**config.mk**
```make
export PLATFORM = sky130hd
export DESIGN_NAME = spi_word_rx_flat
export DESIGN_NICKNAME = d
export VERILOG_FILES = /design/src/rtl/spi_pkg.sv /design/src/rtl/spi_word_rx_if.sv /design/src/rtl/sync_fifo.sv /design/src/rtl/spi_word_rx.sv /design/src/flat_wrapper.sv
export SDC_FILE = /design/constraint.sdc
export NUM_CORES = 1
export LEC_CHECK = 0
export ABC_AREA = 1
export BUFFER_PORTS_ARGS = -buffer_cell sky130_fd_sc_hd__buf_4
export CAP_MARGIN = 20
export CORE_MARGIN = 2
export CORE_UTILIZATION = 40
export DETAILED_ROUTE_END_ITERATION = 6
export SYNTH_ARGS = -nofsm -noshare
export SYNTH_HDL_FRONTEND = slang
export SYNTH_SLANG_ARGS = --single-unit
export TNS_END_PERCENT = 20
```
**constraint.sdc**
```tcl
create_clock -name clk -period 3.1 [get_ports clk]
set_input_delay 0.62 -clock clk [delete_from_list [all_inputs] [get_ports clk]]
set_output_delay 0.62 -clock clk [all_outputs]
set_load 0.01 [all_outputs]
```
**src/rtl/spi_pkg.sv**
```systemverilog
// Shared types for the SPI word receiver: FSM state encoding and the
// CPOL/CPHA to sampling-edge mapping.
package spi_pkg;

    typedef enum logic {
        ST_IDLE  = 1'b0,
        ST_SHIFT = 1'b1
    } state_t;

    typedef enum logic {
        EDGE_RISE = 1'b0,
        EDGE_FALL = 1'b1
    } edge_t;

    // The leading edge rises when CPOL=0; CPHA=1 moves sampling to the trailing edge.
    function automatic edge_t sample_edge(input logic cpol, input logic cpha);
        return (cpol ^ cpha) ? EDGE_FALL : EDGE_RISE;
    endfunction

endpackage

```
**src/rtl/spi_word_rx_if.sv**
```systemverilog
// SPI pins plus the receive-word stream and the MISO return word.
// Handshake: a word transfers on a clk edge where out_valid and out_ready are both high;
// out_valid stays high and out_data stays stable until that transfer happens.
interface spi_word_rx_if #(
    parameter int WIDTH = 16
);
    logic             nCS;
    logic             SCK;
    logic             MOSI;
    logic             MISO;
    logic [WIDTH-1:0] out_data;
    logic             out_valid;
    logic             out_ready;
    logic [WIDTH-1:0] tx_data;

    modport master (
        output nCS, SCK, MOSI, out_ready, tx_data,
        input  MISO, out_data, out_valid
    );

    modport slave (
        input  nCS, SCK, MOSI, out_ready, tx_data,
        output MISO, out_data, out_valid
    );
endinterface

```
**src/rtl/sync_fifo.sv**
```systemverilog
// Single-clock FIFO with occupancy count; a push into a full FIFO succeeds
// only when a pop happens in the same cycle.
module sync_fifo #(
    parameter int  WIDTH = 16,
    parameter int  DEPTH = 4,
    localparam int AW    = $clog2(DEPTH)
) (
    input  logic             clk,
    input  logic             rst,
    input  logic             push,
    input  logic [WIDTH-1:0] push_data,
    input  logic             pop,
    output logic [WIDTH-1:0] head,
    output logic             full,
    output logic             empty,
    output logic [AW:0]      level
);
    logic [WIDTH-1:0] mem [DEPTH];
    logic [AW-1:0]    wr_ptr;
    logic [AW-1:0]    rd_ptr;
    logic             do_push;
    logic             do_pop;

    assign full    = (level == (AW + 1)'(DEPTH));
    assign empty   = (level == '0);
    assign do_pop  = pop & ~empty;
    assign do_push = push & (~full | do_pop);
    assign head    = empty ? '0 : mem[rd_ptr];

    always_ff @(posedge clk) begin
        if (rst) begin
            wr_ptr <= '0;
            rd_ptr <= '0;
            level  <= '0;
        end else begin
            if (do_push) wr_ptr <= wr_ptr + 1'b1;
            if (do_pop)  rd_ptr <= rd_ptr + 1'b1;
            case ({do_push, do_pop})
                2'b10:   level <= level + 1'b1;
                2'b01:   level <= level - 1'b1;
                default: level <= level;
            endcase
        end
    end

    always_ff @(posedge clk) begin
        if (do_push) mem[wr_ptr] <= push_data;
    end

endmodule

```
**src/rtl/spi_word_rx.sv**
```systemverilog
// SPI slave receiver: oversamples nCS/SCK/MOSI with clk, assembles MSB-first
// words into a FIFO and returns tx_data on MISO.
module spi_word_rx
    import spi_pkg::*;
#(
    parameter int  WIDTH = 16,
    parameter int  DEPTH = 4,
    parameter int  CPOL  = 0,
    parameter int  CPHA  = 0,
    localparam int LW    = $clog2(DEPTH) + 1
) (
    input  logic          clk,
    input  logic          rst,
    spi_word_rx_if.slave  bus,
    output logic [LW-1:0] level,
    output logic          overflow,
    input  logic          ovf_clr,
    output logic          frame_err,
    output state_t        dbg_state
);
    localparam int    CW        = $clog2(WIDTH);
    localparam edge_t SAMP_EDGE = sample_edge(CPOL != 0, CPHA != 0);
    localparam logic  SCK_IDLE  = (CPOL != 0);

    logic [2:0] ncs_s;
    logic [2:0] sck_s;
    logic [1:0] mosi_s;

    // nCS stages reset low: a frame already open at reset is not seen as a new
    // select, so shifting resumes only after a later falling edge.
    always_ff @(posedge clk) begin
        if (rst) begin
            ncs_s  <= '0;
            sck_s  <= {3{SCK_IDLE}};
            mosi_s <= '0;
        end else begin
            ncs_s  <= {ncs_s[1:0], bus.nCS};
            sck_s  <= {sck_s[1:0], bus.SCK};
            mosi_s <= {mosi_s[0], bus.MOSI};
        end
    end

    logic ncs_fall, ncs_rise, sck_rise, sck_fall, samp_evt, drv_evt, mosi_bit;

    assign ncs_fall = ncs_s[2] & ~ncs_s[1];
    assign ncs_rise = ~ncs_s[2] & ncs_s[1];
    assign sck_rise = ~sck_s[2] & sck_s[1];
    assign sck_fall = sck_s[2] & ~sck_s[1];
    assign mosi_bit = mosi_s[1];
    assign samp_evt = (SAMP_EDGE == EDGE_RISE) ? sck_rise : sck_fall;
    assign drv_evt  = (SAMP_EDGE == EDGE_RISE) ? sck_fall : sck_rise;

    state_t           state;
    logic [CW-1:0]    bit_cnt;
    logic [WIDTH-2:0] rx_sr;
    logic [WIDTH-1:0] tx_sr;
    logic             miso_q;
    logic             word_done;
    logic [WIDTH-1:0] rx_word;
    logic             fifo_full;
    logic             fifo_empty;
    logic             pop;

    assign rx_word   = {rx_sr, mosi_bit};
    assign word_done = (state == ST_SHIFT) && !ncs_rise && samp_evt &&
                       (bit_cnt == CW'(WIDTH - 1));

    always_ff @(posedge clk) begin
        if (rst) begin
            state     <= ST_IDLE;
            bit_cnt   <= '0;
            rx_sr     <= '0;
            tx_sr     <= '0;
            miso_q    <= 1'b0;
            frame_err <= 1'b0;
        end else begin
            frame_err <= 1'b0;
            case (state)
                ST_IDLE: begin
                    if (ncs_fall) begin
                        state   <= ST_SHIFT;
                        bit_cnt <= '0;
                        // CPHA=0 must present the MSB before the first sampling edge.
                        if (CPHA == 0) begin
                            miso_q <= bus.tx_data[WIDTH-1];
                            tx_sr  <= {bus.tx_data[WIDTH-2:0], 1'b0};
                        end else begin
                            tx_sr  <= bus.tx_data;
                        end
                    end
                end
                ST_SHIFT: begin
                    if (ncs_rise) begin
                        state     <= ST_IDLE;
                        bit_cnt   <= '0;
                        miso_q    <= 1'b0;
                        frame_err <= (bit_cnt != '0);
                    end else if (samp_evt) begin
                        rx_sr <= rx_word[WIDTH-2:0];
                        if (word_done) begin
                            bit_cnt <= '0;
                            tx_sr   <= bus.tx_data;
                        end else begin
                            bit_cnt <= bit_cnt + 1'b1;
                        end
                    end else if (drv_evt) begin
                        miso_q <= tx_sr[WIDTH-1];
                        tx_sr  <= {tx_sr[WIDTH-2:0], 1'b0};
                    end
                end
                default: state <= ST_IDLE;
            endcase
        end
    end

    assign pop       = bus.out_ready & ~fifo_empty;
    assign bus.out_valid = ~fifo_empty;
    assign bus.MISO  = miso_q;
    assign dbg_state = state;

    sync_fifo #(
        .WIDTH (WIDTH),
        .DEPTH (DEPTH)
    ) u_fifo (
        .clk       (clk),
        .rst       (rst),
        .push      (word_done),
        .push_data (rx_word),
        .pop       (pop),
        .head      (bus.out_data),
        .full      (fifo_full),
        .empty     (fifo_empty),
        .level     (level)
    );

    // A dropped word sets the flag even if a clear arrives in the same cycle.
    always_ff @(posedge clk) begin
        if (rst) begin
            overflow <= 1'b0;
        end else if (word_done && fifo_full && !pop) begin
            overflow <= 1'b1;
        end else if (ovf_clr) begin
            overflow <= 1'b0;
        end
    end

endmodule
```
**src/flat_wrapper.sv**
```systemverilog
// flat-port wrapper written by rule: the top's interface ports become plain ports
module spi_word_rx_flat import spi_pkg::*;
#(
    parameter int  WIDTH = 16,
    parameter int  DEPTH = 4,
    parameter int  CPOL  = 0,
    parameter int  CPHA  = 0,
    localparam int LW    = $clog2(DEPTH) + 1
)
  (clk, rst, level, overflow, ovf_clr, frame_err, dbg_state, bus_nCS, bus_SCK, bus_MOSI, bus_out_ready, bus_tx_data, bus_MISO, bus_out_data, bus_out_valid);
  spi_word_rx_if #(.WIDTH(WIDTH)) bus_i ();
  input  logic clk;
  input  logic rst;
  output logic [LW-1:0] level;
  output logic overflow;
  input  logic ovf_clr;
  output logic frame_err;
  output state_t dbg_state;
  input wire logic [$bits(bus_i.nCS)-1:0] bus_nCS;
  input wire logic [$bits(bus_i.SCK)-1:0] bus_SCK;
  input wire logic [$bits(bus_i.MOSI)-1:0] bus_MOSI;
  input wire logic [$bits(bus_i.out_ready)-1:0] bus_out_ready;
  input wire logic [$bits(bus_i.tx_data)-1:0] bus_tx_data;
  output wire logic [$bits(bus_i.MISO)-1:0] bus_MISO;
  output wire logic [$bits(bus_i.out_data)-1:0] bus_out_data;
  output wire logic [$bits(bus_i.out_valid)-1:0] bus_out_valid;
  assign bus_i.nCS = bus_nCS;
  assign bus_i.SCK = bus_SCK;
  assign bus_i.MOSI = bus_MOSI;
  assign bus_i.out_ready = bus_out_ready;
  assign bus_i.tx_data = bus_tx_data;
  assign bus_MISO = bus_i.MISO;
  assign bus_out_data = bus_i.out_data;
  assign bus_out_valid = bus_i.out_valid;
  spi_word_rx #(.WIDTH(WIDTH), .DEPTH(DEPTH), .CPOL(CPOL), .CPHA(CPHA)) u_core (.clk(clk), .rst(rst), .bus(bus_i), .level(level), .overflow(overflow), .ovf_clr(ovf_clr), .frame_err(frame_err), .dbg_state(dbg_state));
endmodule
```
==> results of run 1 <==
## placed cells by master (no fill, tap or decap), types with 8 or more instances in the layout
| cell | count |
|---|---|
| clkbuf_16 | 17 |
| nand2_1 | 26 |
| inv_1 | 51 |
| a21oi_1 | 58 |
| ha_1 | 8 |
| nand3_1 | 10 |
| edfxtp_1 | 64 |
| o21ai_1 | 9 |
| dfxtp_1 | 56 |
| o21ai_0 | 89 |
| buf_4 | 54 |
| nor2_1 | 131 |
## synth_stat cells (all sizes together)
master,instances
a211oi,1
a21oi,59
a2bb2oi,1
buf,10
clkbuf,18
clkinv,1
dfxtp,56
edfxtp,64
fa,1
ha,8
inv,55
nand2,32
nand3,10
nand4,2
nor2,133
nor3,1
o211ai,1
o21a,1
o21ai,98
xor2,1
## critical path, cell delays in order, from the launching register on
cell and delay, ns:
dfxtp_1 0.38, inv_1 0.62, o21ai_0 0.30, a21oi_1 0.19, buf_4 0.14
## power by group through the flow
stage | Clock (mW) | Sequential, mW | Combinational [mW]
floorplan | 0 | 1.77 | 0.562
global placement | 0 | 1.78 | 0.977
detailed placement | 0 | 1.78 | 0.990
CTS | 2.11 | 1.75 | 0.993
global route | 2.19 | 1.76 | 1.09
finish | 2.08 | 1.75 | 0.974
## cell families (layout without fill, tap and decap cells)
logic type | Yosys count | in the layout | share of synthesized area (%)
DFF | 120 | 120 | 60.1
and+or+nand+nor | 178 | 178 | 14.4
adders and majority gates | 9 | 9 | 2.37
xor gates and xnor gates | 1 | 1 | 0.173
buffers and inverters | 84 | 142 | 6.80
AOI/OAI and AO/OA | 161 | 161 | 16.2
## worst paths after layout
path / from / end / slack (ns) / depth (start not counted)
max: flop / bus_out_data[5] / 0.44 / 4
min: u_core.mosi_s[0]$_SDFF_PP0_ / u_core.mosi_s[1]$_SDFF_PP0_ / 0.41 / 2
max reg2reg: u_core.dbg_state$_SDFF_PP0_ / u_core.u_fifo.mem[3][6]$_DFFE_PP_ / 0.83 / 7
min reg2reg: u_core.mosi_s[0]$_SDFF_PP0_ / u_core.mosi_s[1]$_SDFF_PP0_ / 0.41 / 2
## per-layer routing
layer / global-route usage [%] / up-vias / share of wire [%]
li1: - / 1941 / -
met1: 21.4 / 1714 / 48
met2: 24.7 / 87 / 46
met3: 4.51 / 8 / 5.1
met4: 5.63 / 0 / 0.80
met5: 0 / - / 0
## final cells by class
type | count | area share [%]
clock buffers | 21 | 7.59
clock inverters | 11 | 2.75
inverters | 56 | 3.51
multi-input cells | 349 | 27.0
flip-flops and latches | 120 | 49.1
well taps | 172 | 3.47
repair buffers | 54 | 6.54
## through the flow
step	power, mW	util (%)	worst slack (ns)
2_1_floorplan	2.33	-	0.945
3_3_place_gp	2.76	44.6	0.859
3_5_place_dp	2.77	44.6	0.782
4_1_cts	4.85	49.7	0.417
5_1_grt	5.04	49.7	0.237
6_report	4.80	49.7	0.445
## sequential cells by signal, indices dropped and copies added (netlist names), 2 cells and up, named ones only
name	flops
u_core.rx_sr	15
u_core.u_fifo.level	3
u_core.u_fifo.mem	64
u_core.mosi_s	2
u_core.u_fifo.rd_ptr	2
u_core.tx_sr	16
u_core.bit_cnt	4
u_core.u_fifo.wr_ptr	2
u_core.sck_s	3
u_core.ncs_s	3
==> flow_summary.ini, run 1 <==
[yosys]
ys_ff_latch = 120
synth_seq_area_share_pct = 60.1
synthCells = 553
ys_top_cells_by_area = edfxtp_1 38%, dfxtp_1 22%, nor2_1 9.7%, o21ai_0 8.8%, a21oi_1 5.7%
ys_warn_count = 0
synth_area_per_cell_um2 = 9.16
synthDistinctLibCells = 30
yosys.area.top_type = edfxtp_1
netlist_area_um2 = 5060
syn_nets = 585
yosysTopAreaCellShare_pct = 38.0

[global_routing]
overflow = 0
grt_pass1_vias = 3447
grtUsageTotal_pct = 15.9
grt_max_degree = 34
antenna_found_initial = 0
grt_pass1_wl_um = 16600

[floorplan]
core_um2 = 12500
die_y_um = 117
num_io_pins = 47
dieArea_um2 = 13600
start_util_pct = 40.6
num_rows = 41
die_x_um = 117

[pwr]
internal-power_mw = 3.53
seqPwrFrac_pct = 36.4
switching_share_pct = 26.6
clockPowerShare_pct = 43.3
ir_drop_v = 0.000423
power_frac_comb_pct = 20.3
cellPowerDensity_nw_per_um2 = 775
p_leak_nw = 2.39
power.switching_mw = 1.28

[sta]
finalCritPeriodShare_pct = 85.7
relSlewSlack_pct = 44.5
setup_viol = 0
hold_violations = 0
tns_ns = 0
finalMaxSlewViolations = 0
fin_worst_skew_ns = 0.0101
max_freq_mhz = 377
hold_ws_ns = 0.407
fin_crit_ns = 2.66
rsz0062_at_grt = no
worst_slew_pin_slew_ns = 0.832

[place]
port_buffers = 46
gp_congestion = 0.773
dpl_cell_area_um2 = 5560
dpl.cell_count = 751
hpwlAfterDp_um = 6600

[clocking]
cts_tree = yes
cts_htree_levels = 4
cts_setup_buffers = 0
cts_buffers = 17
ctsResizeCount = 0
clock_latency_ns = 0.40
cts.sinks = 120
path_clk_slew_ns = 0.06
cts_root_buffer = clkbuf_16
ctsHoldBuffers = 0
clk_path_buf_depth = 2

[cells_and_area]
seq_area_um2 = 3040
insertedDiodeCount = 0
fin_nets = 630
syn_to_final_growth_pct = 22.4
nFillCells = 1150
drive_above_1_share_pct = 16.0
fin_cells = 783
multiInputGateArea_um2 = 1680
final_cell_area_um2 = 6200

[critical_path]
cp.required_ns = 2.48
start_kind = flop
critPathMaxFanout = 32
cp_data_arrival_time_ns = 2.04
path_class = flop to primary output
crit_path_end_kind = primary output

[routing]
routed_via_density = 4.79
wl_per_cell_um = 12.8
drc = 0
wirelength_um = 9990
num_vias = 3750
drt_pass1_iterations = 4
drt_iter0_markers = 232
ant_nets = 0

[flow_run]
drv_cap = 0

[min_path]
hp-class = flop to flop

[run_status]
status = completed
Power figures use the tool's default switching activity.
==> run 2, diff against run 1 <==
--- a/config.mk
+++ b/config.mk
@@ -11,6 +11,7 @@
 export CORE_MARGIN = 2
 export CORE_UTILIZATION = 40
 export DETAILED_ROUTE_END_ITERATION = 6
+export PLACE_DENSITY = 0.55
 export SYNTH_ARGS = -nofsm -noshare
 export SYNTH_HDL_FRONTEND = slang
 export SYNTH_SLANG_ARGS = --single-unit
==> run 2 against run 1 <==
Cell count grew 0.13%. Worst hold slack lost 0.0075 ns. Design area shrank 0.63%. Clock power shrank 5%. Sequential share of layout area grew 0.31 points.
==> flow_summary.ini, run 2 (same netlist as run 1, synthesis figures left out) <==
[run_status]
status = completed

[pwr]
power_mw = 4.72
seqPwrFrac_pct = 36.9
cellPowerDensity_nw_per_um2 = 766
power.switching_mw = 1.26
internal-power_mw = 3.45
switching_share_pct = 26.8
ir_drop_v = 0.000270
power_frac_comb_pct = 21.0
p_leak_nw = 2.39
clockPowerShare_pct = 42.1

[global_routing]
overflow = 0
grt_pass1_wl_um = 17100
grt_max_degree = 33
grtUsageTotal_pct = 16.4
grt_pass1_vias = 3445
antenna_found_initial = 0

[clocking]
cts_tree = yes
cts.sinks = 120
ctsHoldBuffers = 0
cts_htree_levels = 4
path_clk_slew_ns = 0.05
clk_path_buf_depth = 2
cts_root_buffer = clkbuf_16
clock_latency_ns = 0.40
cts_buffers = 17
ctsResizeCount = 0
cts_setup_buffers = 0

[floorplan]
start_util_pct = 40.6
num_io_pins = 47
num_rows = 41
die_y_um = 117
core_um2 = 12500
die_x_um = 117
dieArea_um2 = 13600

[sta]
finalCritPeriodShare_pct = 87.1
hold_ws_ns = 0.399
fin_crit_ns = 2.70
setup_viol = 0
finalMaxSlewViolations = 0
tns_ns = 0
relSlewSlack_pct = 46.0
worst_slew_pin_slew_ns = 0.809
rsz0062_at_grt = no
max_freq_mhz = 370
hold_violations = 0
fin_worst_skew_ns = 0.00500

[critical_path]
crit_path_end_kind = primary output
critPathBufInv = 3
critPathTopFamily = buffers and inverters
rr_endpoint = u_core.tx_sr[10]$_SDFFE_PP0P_
crit_slowest_cell = inv_1
cp_data_arrival_time_ns = 2.08
cp.required_ns = 2.48
r2r_start = u_core.dbg_state$_SDFF_PP0_
start_kind = flop
path_class = flop to primary output
worst-path-stages = 5
critPathCapture = bus_out_data[5]
path_common_cell = buf_4
rrSetupSlack_ns = 0.73
worstPathCellList = buf_4, inv_1, o21ai_0, a21oi_1, buf_4
slowest_delay_ns = 0.61
reg2reg_depth = 9
critPathMaxFanout = 32

[routing]
drt_pass1_iterations = 4
ant_nets = 0
wl_per_cell_um = 13.1
num_vias = 3772
wirelength_um = 10300
drt_iter0_markers = 196
drc = 0
routed_via_density = 4.81

[cells_and_area]
final_cell_area_um2 = 6160
top_register = u_core.u_fifo.mem
insertedDiodeCount = 0
syn_to_final_growth_pct = 21.6
layout_common_cells = 131 x nor2_1, 89 x o21ai_0, 64 x edfxtp_1, 58 x a21oi_1, 56 x dfxtp_1
drive_above_1_share_pct = 15.7
nFillCells = 1174
reg_top3 = u_core.u_fifo.mem (64), u_core.tx_sr (16), u_core.rx_sr (15)
final_common_cell = nor2_1
fin_nets = 631
largest_reg_flops = 64

[place]
gp_congestion = 0.757
dpl_cell_area_um2 = 5570
hpwlAfterDp_um = 6550
port_buffers = 46

[min_path]
min_from = u_core.sck_s[0]$_SDFF_PP0_
hp-class = flop to flop

[flow_run]
drv_cap = 0
run 2: cell type report:
class | count | area [um^2] | area share, %
Sequential cell | 120 | 3040 | 49.4
Inverter | 56 | 218 | 3.53
Tap cell | 172 | 215 | 3.49
Clock inverter | 11 | 154 | 2.50
Timing Repair Buffer | 55 | 413 | 6.70
Clock buffer | 21 | 440 | 7.15
Multi-Input combinational cell | 349 | 1680 | 27.2
run 2: through the flow:
| stage | instances | utilization [%] | setup slack, ns |
|---|---|---|---|
| finish | 784 | 49.4 | 0.400 |
| global route | 784 | 49.4 | 0.142 |
| CTS | 784 | 49.4 | 0.354 |
| detailed placement | 752 | 44.6 | 0.720 |
| global placement | 752 | 44.6 | 0.754 |
| floorplan | 553 | - | 0.945 |
run 2: worst min path at each step:
stage,end,slack (ns),cells past startpoint
after global placement,u_core.sck_s[1]$_SDFF_PP0_,0.39,2
after detailed placement,u_core.sck_s[1]$_SDFF_PP0_,0.40,2
after floorplan,u_core.mosi_s[1]$_SDFF_PP0_,0.39,2
final,u_core.sck_s[1]$_SDFF_PP0_,0.40,2
after global routing,u_core.mosi_s[0]$_SDFF_PP0_,0.41,3
after CTS,u_core.sck_s[1]$_SDFF_PP0_,0.40,2
run 2: worst reg2reg max path, stage by stage (launching register included):
cell,delay (ns)
dfxtp_1,0.79
nand2_2,0.15
clkinv_4,0.11
nand2_4,0.13
inv_4,0.19
nand2_4,0.11
nand2_4,0.20
nand2_2,0.25
o21ai_0,0.28
nor2_1,0.06
run 2: power groups by stage:
stage	clock [mW]	sequential [mW]	combinational [mW]
6_report	1.98	1.74	0.992
5_1_grt	2.10	1.75	1.11
4_1_cts	2.02	1.74	1.02
3_5_place_dp	0	1.77	1.01
3_3_place_gp	0	1.77	0.997
2_1_floorplan	0	1.77	0.562
run 2: per-layer routing:
layer | global-route usage, % | up-vias | share of wire, %
met5 | 0 | - | 0
met4 | 6.51 | 0 | 1.4
met3 | 4.36 | 13 | 4.0
met2 | 24.8 | 69 | 45
met1 | 22.6 | 1753 | 50
li1 | - | 1937 | -
